`src/rtl/imm_gen_pipe_pkg.sv`:
```
// Shared types for the pipelined immediate generator: format select,
// skid-buffer state and a width-generic entry record.
package imm_pkg;

  typedef enum logic [2:0] {
    IMM_I     = 3'b000,
    IMM_S     = 3'b001,
    IMM_B     = 3'b010,
    IMM_J     = 3'b011,
    IMM_U     = 3'b100,
    IMM_SHAMT = 3'b101
  } imm_src_e;

  typedef enum logic [1:0] {
    ST_EMPTY = 2'b00,
    ST_ONE   = 2'b01,
    ST_TWO   = 2'b10
  } buf_state_e;

  localparam int unsigned IMM_MAX_W = 32'd64;
  localparam int unsigned TAG_MAX_W = 32'd16;

  // Entry sized for the widest configuration; narrower builds use the low bits.
  typedef struct packed {
    logic [IMM_MAX_W-1:0] imm;
    logic [TAG_MAX_W-1:0] tag;
    logic                 err;
  } imm_entry_t;

  function automatic logic imm_src_legal(input logic [2:0] src);
    logic legal_s;
    case (src)
      3'b110:  legal_s = 1'b0;
      3'b111:  legal_s = 1'b0;
      default: legal_s = 1'b1;
    endcase
    return legal_s;
  endfunction

endpackage

```
`src/rtl/imm_gen_pipe_if.sv`:
```
// Input/output handshake bundle of the immediate generator; the block is
// the slave, the decode stage / consumer side is the master.
interface imm_gen_pipe_if #(
  parameter int unsigned XLEN  = 32'd32,
  parameter int unsigned TAG_W = 32'd5
);
  logic             in_valid;
  logic             in_ready;
  logic [31:7]      in_instr;
  logic [2:0]       in_imm_src;
  logic [TAG_W-1:0] in_tag;
  logic             out_valid;
  logic             out_ready;
  logic [XLEN-1:0]  out_imm;
  logic [TAG_W-1:0] out_tag;
  logic             out_err;

  modport master (
    output in_valid, in_instr, in_imm_src, in_tag, out_ready,
    input  in_ready, out_valid, out_imm, out_tag, out_err
  );

  modport slave (
    input  in_valid, in_instr, in_imm_src, in_tag, out_ready,
    output in_ready, out_valid, out_imm, out_tag, out_err
  );
endinterface

```
`src/rtl/imm_gen_pipe_ext.sv`:
```
// Purely combinational immediate extender: builds each RISC-V immediate as a
// narrow field and widens it to XLEN by sign or zero extension.
module imm_ext_comb
  import imm_pkg::*;
#(
  parameter int unsigned XLEN = 32'd32
) (
  input  logic [31:7]     instr,
  input  logic [2:0]      imm_src,
  output logic [XLEN-1:0] imm,
  output logic            err
);

  logic [11:0] i_imm_s;
  logic [11:0] s_imm_s;
  logic [12:0] b_imm_s;
  logic [20:0] j_imm_s;
  logic [31:0] u_imm_s;
  logic [5:0]  sh_imm_s;

  assign i_imm_s  = instr[31:20];
  assign s_imm_s  = {instr[31:25], instr[11:7]};
  assign b_imm_s  = {instr[31], instr[7], instr[30:25], instr[11:8], 1'b0};
  assign j_imm_s  = {instr[31], instr[19:12], instr[20], instr[30:21], 1'b0};
  assign u_imm_s  = {instr[31:12], 12'h000};
  // Bit 25 only belongs to the shift amount on RV64.
  assign sh_imm_s = {instr[25] & (XLEN == 32'd64), instr[24:20]};

  // Format select: signed casts widen with sign, unsigned shamt with zeros.
  always_comb begin
    imm = {XLEN{1'b0}};
    err = ~imm_src_legal(imm_src);
    case (imm_src_e'(imm_src))
      IMM_I:     imm = XLEN'($signed(i_imm_s));
      IMM_S:     imm = XLEN'($signed(s_imm_s));
      IMM_B:     imm = XLEN'($signed(b_imm_s));
      IMM_J:     imm = XLEN'($signed(j_imm_s));
      IMM_U:     imm = XLEN'($signed(u_imm_s));
      IMM_SHAMT: imm = XLEN'(sh_imm_s);
      default:   imm = {XLEN{1'b0}};
    endcase
  end

endmodule

```
`src/rtl/imm_gen_pipe.sv`:
```
// Pipelined immediate generator: extends on input, registers the result in a
// 2-entry skid buffer so in_ready never depends combinationally on out_ready.
module imm_gen_pipe
  import imm_pkg::*;
#(
  parameter int unsigned XLEN  = 32'd32,
  parameter int unsigned TAG_W = 32'd5
) (
  input  logic           clk,
  input  logic           reset,
  input  logic           flush,
  imm_gen_pipe_if.slave  bus
);

  localparam int unsigned ENTRY_W = XLEN + TAG_W + 32'd1;

  typedef struct packed {
    logic [XLEN-1:0]  imm;
    logic [TAG_W-1:0] tag;
    logic             err;
  } entry_t;

  buf_state_e      state_r;
  entry_t          main_r;
  entry_t          skid_r;
  entry_t          new_s;
  logic            out_valid_r;
  logic            in_ready_r;
  logic            push_s;
  logic            pop_s;
  logic [XLEN-1:0] ext_imm_s;
  logic            ext_err_s;

  imm_ext_comb #(.XLEN(XLEN)) u_ext (
    .instr   (bus.in_instr),
    .imm_src (bus.in_imm_src),
    .imm     (ext_imm_s),
    .err     (ext_err_s)
  );

  assign new_s  = {ext_imm_s, bus.in_tag, ext_err_s};
  assign push_s = bus.in_valid & in_ready_r;
  assign pop_s  = out_valid_r & bus.out_ready;

  // Skid FSM: handshake flags are registered alongside the state they decode.
  always_ff @(posedge clk or posedge reset) begin
    if (reset) begin
      state_r     <= ST_EMPTY;
      main_r      <= {ENTRY_W{1'b0}};
      skid_r      <= {ENTRY_W{1'b0}};
      out_valid_r <= 1'b0;
      in_ready_r  <= 1'b1;
    end else if (flush) begin
      state_r     <= ST_EMPTY;
      main_r      <= {ENTRY_W{1'b0}};
      skid_r      <= {ENTRY_W{1'b0}};
      out_valid_r <= 1'b0;
      in_ready_r  <= 1'b1;
    end else begin
      case (state_r)
        ST_EMPTY: begin
          if (push_s) begin
            main_r      <= new_s;
            state_r     <= ST_ONE;
            out_valid_r <= 1'b1;
            in_ready_r  <= 1'b1;
          end
        end
        ST_ONE: begin
          if (push_s && pop_s) begin
            main_r <= new_s;
          end else if (push_s) begin
            skid_r     <= new_s;
            state_r    <= ST_TWO;
            in_ready_r <= 1'b0;
          end else if (pop_s) begin
            state_r     <= ST_EMPTY;
            out_valid_r <= 1'b0;
          end
        end
        ST_TWO: begin
          // in_ready is low here, so only a pop can move the buffer.
          if (pop_s) begin
            main_r     <= skid_r;
            state_r    <= ST_ONE;
            in_ready_r <= 1'b1;
          end
        end
        default: begin
          state_r     <= ST_EMPTY;
          main_r      <= {ENTRY_W{1'b0}};
          skid_r      <= {ENTRY_W{1'b0}};
          out_valid_r <= 1'b0;
          in_ready_r  <= 1'b1;
        end
      endcase
    end
  end

  assign bus.in_ready  = in_ready_r;
  assign bus.out_valid = out_valid_r;
  assign bus.out_imm   = main_r.imm;
  assign bus.out_tag   = main_r.tag;
  assign bus.out_err   = main_r.err;

endmodule

```
`src/flat_wrapper.sv`:
```
// flat-port wrapper written by rule: the top's interface ports become plain ports
module imm_gen_pipe_flat import imm_pkg::*;
#(
  parameter int unsigned XLEN  = 32'd32,
  parameter int unsigned TAG_W = 32'd5
)
  (clk, reset, flush, bus_in_valid, bus_in_instr, bus_in_imm_src, bus_in_tag, bus_out_ready, bus_in_ready, bus_out_valid, bus_out_imm, bus_out_tag, bus_out_err);
  imm_gen_pipe_if #(.XLEN(XLEN), .TAG_W(TAG_W)) bus_i ();
  input  logic clk;
  input  logic reset;
  input  logic flush;
  input wire logic [$bits(bus_i.in_valid)-1:0] bus_in_valid;
  input wire logic [$bits(bus_i.in_instr)-1:0] bus_in_instr;
  input wire logic [$bits(bus_i.in_imm_src)-1:0] bus_in_imm_src;
  input wire logic [$bits(bus_i.in_tag)-1:0] bus_in_tag;
  input wire logic [$bits(bus_i.out_ready)-1:0] bus_out_ready;
  output wire logic [$bits(bus_i.in_ready)-1:0] bus_in_ready;
  output wire logic [$bits(bus_i.out_valid)-1:0] bus_out_valid;
  output wire logic [$bits(bus_i.out_imm)-1:0] bus_out_imm;
  output wire logic [$bits(bus_i.out_tag)-1:0] bus_out_tag;
  output wire logic [$bits(bus_i.out_err)-1:0] bus_out_err;
  assign bus_i.in_valid = bus_in_valid;
  assign bus_i.in_instr = bus_in_instr;
  assign bus_i.in_imm_src = bus_in_imm_src;
  assign bus_i.in_tag = bus_in_tag;
  assign bus_i.out_ready = bus_out_ready;
  assign bus_in_ready = bus_i.in_ready;
  assign bus_out_valid = bus_i.out_valid;
  assign bus_out_imm = bus_i.out_imm;
  assign bus_out_tag = bus_i.out_tag;
  assign bus_out_err = bus_i.out_err;
  imm_gen_pipe #(.XLEN(XLEN), .TAG_W(TAG_W)) u_core (.clk(clk), .reset(reset), .flush(flush), .bus(bus_i));
endmodule
```
`config.mk`:
```
export PLATFORM = sky130hd
export DESIGN_NAME = imm_gen_pipe_flat
export DESIGN_NICKNAME = d
export VERILOG_FILES = /design/src/rtl/imm_gen_pipe_pkg.sv /design/src/rtl/imm_gen_pipe_if.sv /design/src/rtl/imm_gen_pipe_ext.sv /design/src/rtl/imm_gen_pipe.sv /design/src/flat_wrapper.sv
export SDC_FILE = /design/constraint.sdc
export NUM_CORES = 1
export LEC_CHECK = 0
export BUFFER_PORTS_ARGS = -buffer_cell sky130_fd_sc_hd__buf_2
export CORE_MARGIN = 3
export CORE_UTILIZATION = 60
export DETAILED_ROUTE_END_ITERATION = 6
export GPL_ROUTABILITY_DRIVEN = 0
export PLACE_DENSITY = 0.82
export SLEW_MARGIN = 15
export SYNTH_ARGS = -nofsm -noshare
export SYNTH_HDL_FRONTEND = slang
export SYNTH_SLANG_ARGS = --single-unit
```
`constraint.sdc`:
```
create_clock -name clk -period 5.48 [get_ports clk]
set_input_delay 0.548 -clock clk [delete_from_list [all_inputs] [get_ports clk]]
set_output_delay 0.548 -clock clk [all_outputs]
set_load 0.1 [all_outputs]
```
Word-level counts from Yosys, hierarchy flattened

Index checks and enable logic that the tools add are counted.
W data, S select, Z words.

Eq/ne operators: 19
Multiplexer cells: 27
Bitwise operators: 2
Reduce and logical (&&, ||, !) cells: 10

Operators with widths:

| cell                 | number |
|---|---|
| $mux W38             | 6 |
| $pmux W32 S6         | 1 |
| $pmux W38 S3         | 1 |
| $pmux W38 S2         | 1 |
| $ne A3 B2 Y1 const B | 5 |
| $eq A3 B3 Y1 const B | 4 |
| $mux W2              | 6 |
| $mux W1              | 9 |
| $reduce_and A4 Y1    | 2 |
| $eq A3 B2 Y1 const B | 2 |
| $ne A3 B3 Y1 const B | 2 |
| $pmux W1 S3          | 2 |
| $pmux W2 S3          | 1 |
| $reduce_and A3 Y1    | 2 |
| $reduce_and A5 Y1    | 1 |
| $ne A4 B2 Y1 const B | 1 |
| $reduce_or A2 Y1     | 2 |
| $eq A3 B1 Y1 const B | 1 |
| $logic_not A3 Y1     | 1 |
| $and A1 B1 Y1        | 2 |
| $eq A2 B1 Y1 const B | 1 |
| $eq A2 B2 Y1 const B | 1 |
| $logic_not A2 Y1     | 1 |
| $ne A2 B1 Y1 const B | 1 |
| other kinds (2)      | 2 |

Register bits: 80
Input port bits: 38
Output and inout port bits: 40
Logic and storage cells: 67

Longest topological paths before layout

Depth after elaboration: 6
Mapped depth: 7
Mapped depth without buffers: 4

By module

From an unflattened synthesis, not the netlist that was laid out.

Cells, all modules: 541
Area total of the unflattened synthesis: 4732.0 µm²

By module, submodules not included:

| module       | times used | cells each | area an instance (µm²) |
|---|---|---|---|
| imm_gen_pipe | 1          | 459        | 4177.8 |
| imm_ext_comb | 1          | 82         | 554.3 |

Least setup slack after synthesis

OpenSTA, ideal clock, no wires.

Path kind: reg2reg
From: reg u_core.out_valid_r (netlist: u_core.bus.out_valid)
To: reg u_core.skid_r[26] (netlist name)
Setup time: 78 ps
Data arrival time: 2034 ps
Path slack: 3368 ps
Cell stages (with the launch flop): 7
Path through: dfrtp_1 > and2_1 > o21ai_1 > a21oi_1 > buf_2 > buf_2 > o2bb2ai_1

Cells in the longest elaborated chain, start to end: 4

Ends and longest elaborated chain:

| element                            | RTL line           | source |
|---|---|---|
| start, declared                    | imm_gen_pipe.sv:27 | `logic out_valid_r;` |
| start signal, assigned             | imm_gen_pipe.sv:51 | `out_valid_r <= 1'b0;` |
| start signal, assigned             | imm_gen_pipe.sv:57 | `out_valid_r <= 1'b0;` |
| start signal, assigned             | imm_gen_pipe.sv:65 | `out_valid_r <= 1'b1;` |
| $and A1 B1 Y1                      | imm_gen_pipe.sv:43 | `assign pop_s = out_valid_r & bus.out_ready;` |
| $logic_and A1 B1 Y1                | imm_gen_pipe.sv:70 | `if (push_s && pop_s) begin` |
| $ne A3 B3 Y1 (no source line)      | --                 |  |
| $reduce_and A3 Y1 (no source line) | --                 |  |
| end signal, assigned               | imm_gen_pipe.sv:50 | `skid_r <= {ENTRY_W{1'b0}};` |
| end signal, assigned               | imm_gen_pipe.sv:56 | `skid_r <= {ENTRY_W{1'b0}};` |
| end signal, assigned               | imm_gen_pipe.sv:73 | `skid_r <= new_s;` |
| end, declared                      | imm_gen_pipe.sv:25 | `entry_t skid_r;` |

No other way between the ends.
A chain may end at the register's enable or synchronous reset.

Final worst setup path

From: reg u_core.state_r[1]
To: reg u_core.main_r, in the netlist u_core.bus.out_imm[4]

Cells in the longest elaborated chain, start to end: 3
Elaborated cells on any way between the ends: 9

Ends and longest elaborated chain:

| element                                                        | RTL line           | source |
|---|---|---|
| start, declared                                                | imm_gen_pipe.sv:23 | `buf_state_e state_r;` |
| start signal, assigned                                         | imm_gen_pipe.sv:48 | `state_r <= ST_EMPTY;` |
| start signal, assigned                                         | imm_gen_pipe.sv:54 | `state_r <= ST_EMPTY;` |
| start signal, assigned                                         | imm_gen_pipe.sv:64 | `state_r <= ST_ONE;` |
| $eq A2 B1 Y1, or another cell as far along                     | imm_gen_pipe.sv:60 | `case (state_r)` |
| $ne A3 B2 Y1 (no source line) or $pmux W38 S3 (tied branches)  | --                 |  |
| $reduce_and A3 Y1 (no source line) or $mux W38 (tied branches) | --                 |  |
| end signal, assigned                                           | imm_gen_pipe.sv:55 | `main_r <= {ENTRY_W{1'b0}};` |
| end signal, assigned                                           | imm_gen_pipe.sv:63 | `main_r <= new_s;` |
| end signal, assigned                                           | imm_gen_pipe.sv:71 | `main_r <= new_s;` |
| end, declared                                                  | imm_gen_pipe.sv:24 | `entry_t main_r;` |

Several ways; a longest one is shown, not always the timed one.

==> flow_metrics.env <==
export IMPL_vias=3488
export IMPL_dieHeight_microns=88.1
export IMPL_clk_pin_slew_ns=0.08
export IMPL_n_antenna_cell=0
export IMPL_swShare_pct=46.1
export IMPL_cts_htree_levels=3
export IMPL_grt_max_degree=81
export IMPL_nNetsFinal=478
export IMPL_async_flop_share_pct=100
export IMPL_crit_path_start_kind="flop"
export IMPL_seq_area_frac_synth_pct=49.6
export IMPL_finalSetupTns_ns=0
export IMPL_drive_gt1_share_pct=27.0
export IMPL_clkPwrFrac_pct=22.4
export IMPL_p_switching_w=0.000882
export IMPL_grt_usage_pct=27.4
export IMPL_hold_viol=0
export IMPL_ys_types=57
export IMPL_maxCapViolations=0
export IMPL_worst_slew_pin_slew_ns=1.17
export IMPL_slowest_delay_ns=0.84
export IMPL_avgViaCountPerCell=6.69
export IMPL_min_delay_path_class="input pin to flop"
export IMPL_fin_crit_ns=2.52
export IMPL_cts_post_setup_buffers_inserted=0
export IMPL_ys_top_cells_by_area="dfrtp_1, a22o_1, nor2_1"
export IMPL_power_leakage_nw=2.15
export IMPL_post_synth_top_count_cell="dfrtp_1"
export IMPL_fmax_mhz=397
export IMPL_ys_flop_type="dfrtp_1"
export IMPL_cp_arrival_ns=2.72
export IMPL_power_density_nw_per_um2=419
export IMPL_vdd_ir_drop_max_uv=223
export IMPL_period_share_pct=46.0
export IMPL_grt_pass1_vias=3296
export IMPL_cp_max_fo=53
export IMPL_ctsHoldBuffers=0
export IMPL_netlist_instances=386
export IMPL_placed_area_sq_um=4390
export IMPL_netlist_area_leader_share_pct=48.9
export IMPL_outcome="complete, no violations"
export IMPL_dr_pass1_iters=7
export IMPL_setup_worst_path_class="flop to flop"
export IMPL_end_kind="flop"
export IMPL_critPathSlowestCell="a22o_2"
export IMPL_finalMaxSlewViolations=0
export IMPL_n_fill_cell=472
export IMPL_pwr_share_seq_pct=36.6
export IMPL_io_pins=78
export IMPL_syn_to_final_growth_pct=13.2
export IMPL_core_sq_um=6420
export IMPL_gr_total_overflow=0
export IMPL_cts_root_buf="clkbuf_8"
export IMPL_dieArea_sq_um=7760
export IMPL_fp_row_count=29
export IMPL_yosysWarnings=0
export IMPL_synth_area_sq_um=4040
export IMPL_cts_tree="done"
export IMPL_drc=0
export IMPL_yosysTopAreaCell="dfrtp_1"
export IMPL_crit_family="compound AO/OA/AOI/OAI gates"
export IMPL_dp_hpwl_microns=6450
export IMPL_critical_path_required_ns=5.68
export IMPL_ant_nets=0
export IMPL_synth_common_cells="dfrtp_1, nor2_1, a21oi_1, a22o_1, a211oi_1"
export IMPL_cts_buffers=9
export IMPL_cts_resized=0
export IMPL_clock_skew_ns=0.00736
export IMPL_ys_seq_elements=80
export IMPL_stdcell_area_sq_um=4570
export IMPL_dp_slack_ns=2.87
export IMPL_setup_viol=0
export IMPL_layout_setup_ws_ns=2.96
export IMPL_wire_per_inst_microns=19.2
export IMPL_synth_nets=424
export IMPL_antenna_found_initial=0
export IMPL_routed_wl_microns=10000
export IMPL_cts_sinks=80
export IMPL_cts_buffer_depth=2
export IMPL_synth_enable_flop_cells=0
export IMPL_clk_latency_ns=0.35
export IMPL_p_int_w=0.00103
export IMPL_portBuffers=77
export IMPL_synth_area_per_cell_sq_um=10.5
export IMPL_rsz0062_at_grt="false"
export IMPL_relSlewSlack_pct=22.0
export IMPL_combPwrFrac_pct=41.0
export IMPL_drt_iter0_drc=332
export IMPL_die_x_microns=88.1
export IMPL_grt_pass1_wl_microns=16400
export IMPL_path_cells="buf_4 > and3b_1 > a22o_2 > o311a_1 > nor3_1"
export IMPL_cp_num_buf_inv=1
export IMPL_finalPower_w=0.00192
export IMPL_start_util_pct=62.9
-- power groups by stage --
| stage | logic [W] | clock network, W | registers, W |
|---|---|---|---|
| 5_1_grt | 0.000831 | 0.000459 | 0.000708 |
| 6_report | 0.000786 | 0.000429 | 0.000701 |
| 4_1_cts | 0.000788 | 0.000431 | 0.000699 |
| 3_5_place_dp | 0.000787 | 0 | 0.000710 |
| 3_3_place_gp | 0.000777 | 0 | 0.000707 |
| 2_1_floorplan | 0.000259 | 0 | 0.00110 |
-- registers in the layout, summed over array words and instances (netlist names) --
| name | flops |
|---|---|
| u_core.skid_r | 38 |
| u_core.bus.out_imm | 32 |
| u_core.bus.out_tag | 5 |
| u_core.state_r | 2 |
| u_core.bus.in_ready | 1 |
| u_core.bus.out_err | 1 |
| u_core.bus.out_valid | 1 |
-- layout by cell type, fill, tap and decap left out, types with 2 or more instances in the layout --
| cell type | count |
|---|---|
| a211o_1 | 3 |
| a211oi_1 | 18 |
| a21oi_1 | 29 |
| a221o_1 | 4 |
| a221oi_1 | 8 |
| a22o_1 | 21 |
| a22oi_1 | 5 |
| a2bb2oi_1 | 8 |
| a311oi_1 | 5 |
| a31o_1 | 7 |
| a31oi_1 | 8 |
| a32oi_1 | 2 |
| buf_2 | 77 |
| buf_4 | 4 |
| clkbuf_1 | 2 |
| clkbuf_8 | 10 |
| clkinv_2 | 2 |
| dfrtp_1 | 79 |
| mux2i_1 | 6 |
| nand2_1 | 11 |
| nand3_1 | 13 |
| nand3b_1 | 8 |
| nor2_1 | 46 |
| nor2b_1 | 4 |
| nor3_1 | 13 |
| o21ai_0 | 2 |
| o2bb2ai_1 | 3 |
| o2bb2ai_2 | 9 |
| o311a_1 | 4 |
-- per-layer routing --
metal  share of wire (%)  up-vias  GRT usage [%]
met5                   0        -              0
li1                    -     1581              -
met2                  48      152           43.5
met4                 1.9        0           9.20
met1                  43     1736           36.9
met3                 6.9       19           7.24
-- stage by stage --
step                util, %  hold WS [ns]  std cells
floorplan                 -         0.456        386
global placement       68.3         0.472        506
detailed placement     68.3         0.478        506
CTS                    71.2         0.423        521
global route           71.2         0.414        521
finish                 71.2         0.428        521
-- layout make-up --
| cell class | instances | area [sq um] | area share (%) |
|---|---|---|---|
| well taps | 77 | 96.3 | 2.11 |
| repair buffers | 81 | 415 | 9.08 |
| multi-input cells | 265 | 1860 | 40.6 |
| flip-flops and latches | 80 | 2000 | 43.8 |
| clock inverters | 3 | 42.5 | 0.930 |
| clock buffers | 12 | 145 | 3.17 |
| inverters | 3 | 12.5 | 0.274 |
-- kinds of logic after synthesis --
kind of cell / Yosys count / share of synthesized area [%]
AOI/OAI and AO/OA: 148 / 29.5
xor gates and xnor gates: 1 / 0.403
buffers and inverters: 41 / 4.83
DFF: 80 / 49.6
muxes: 7 / 1.76
and+or+nand+nor: 109 / 14.0
-- worst paths after layout --
kind | from | to | depth (start not counted) | slack [ns]
setup / recovery | u_core.state_r[1]$_DFFE_PP0P_ | u_core.bus.out_imm[4]$_DFFE_PP0P_ | 5 | 2.96
hold / removal | bus_in_tag[3] | u_core.skid_r[4]$_DFFE_PP0P_ | 2 | 0.43
setup reg to reg | u_core.state_r[1]$_DFFE_PP0P_ | u_core.bus.out_imm[4]$_DFFE_PP0P_ | 5 | 2.96
hold reg to reg | u_core.skid_r[27]$_DFFE_PP0P_ | u_core.skid_r[27]$_DFFE_PP0P_ | 1 | 0.51
max in group asynchronous | reset | u_core.bus.out_imm[15]$_DFFE_PP0P_ | 3 | 4.36
min in group asynchronous | reset | u_core.bus.out_imm[28]$_DFFE_PP0P_ | 3 | 0.49
Note: power is estimated with default switching activity, not from simulation.
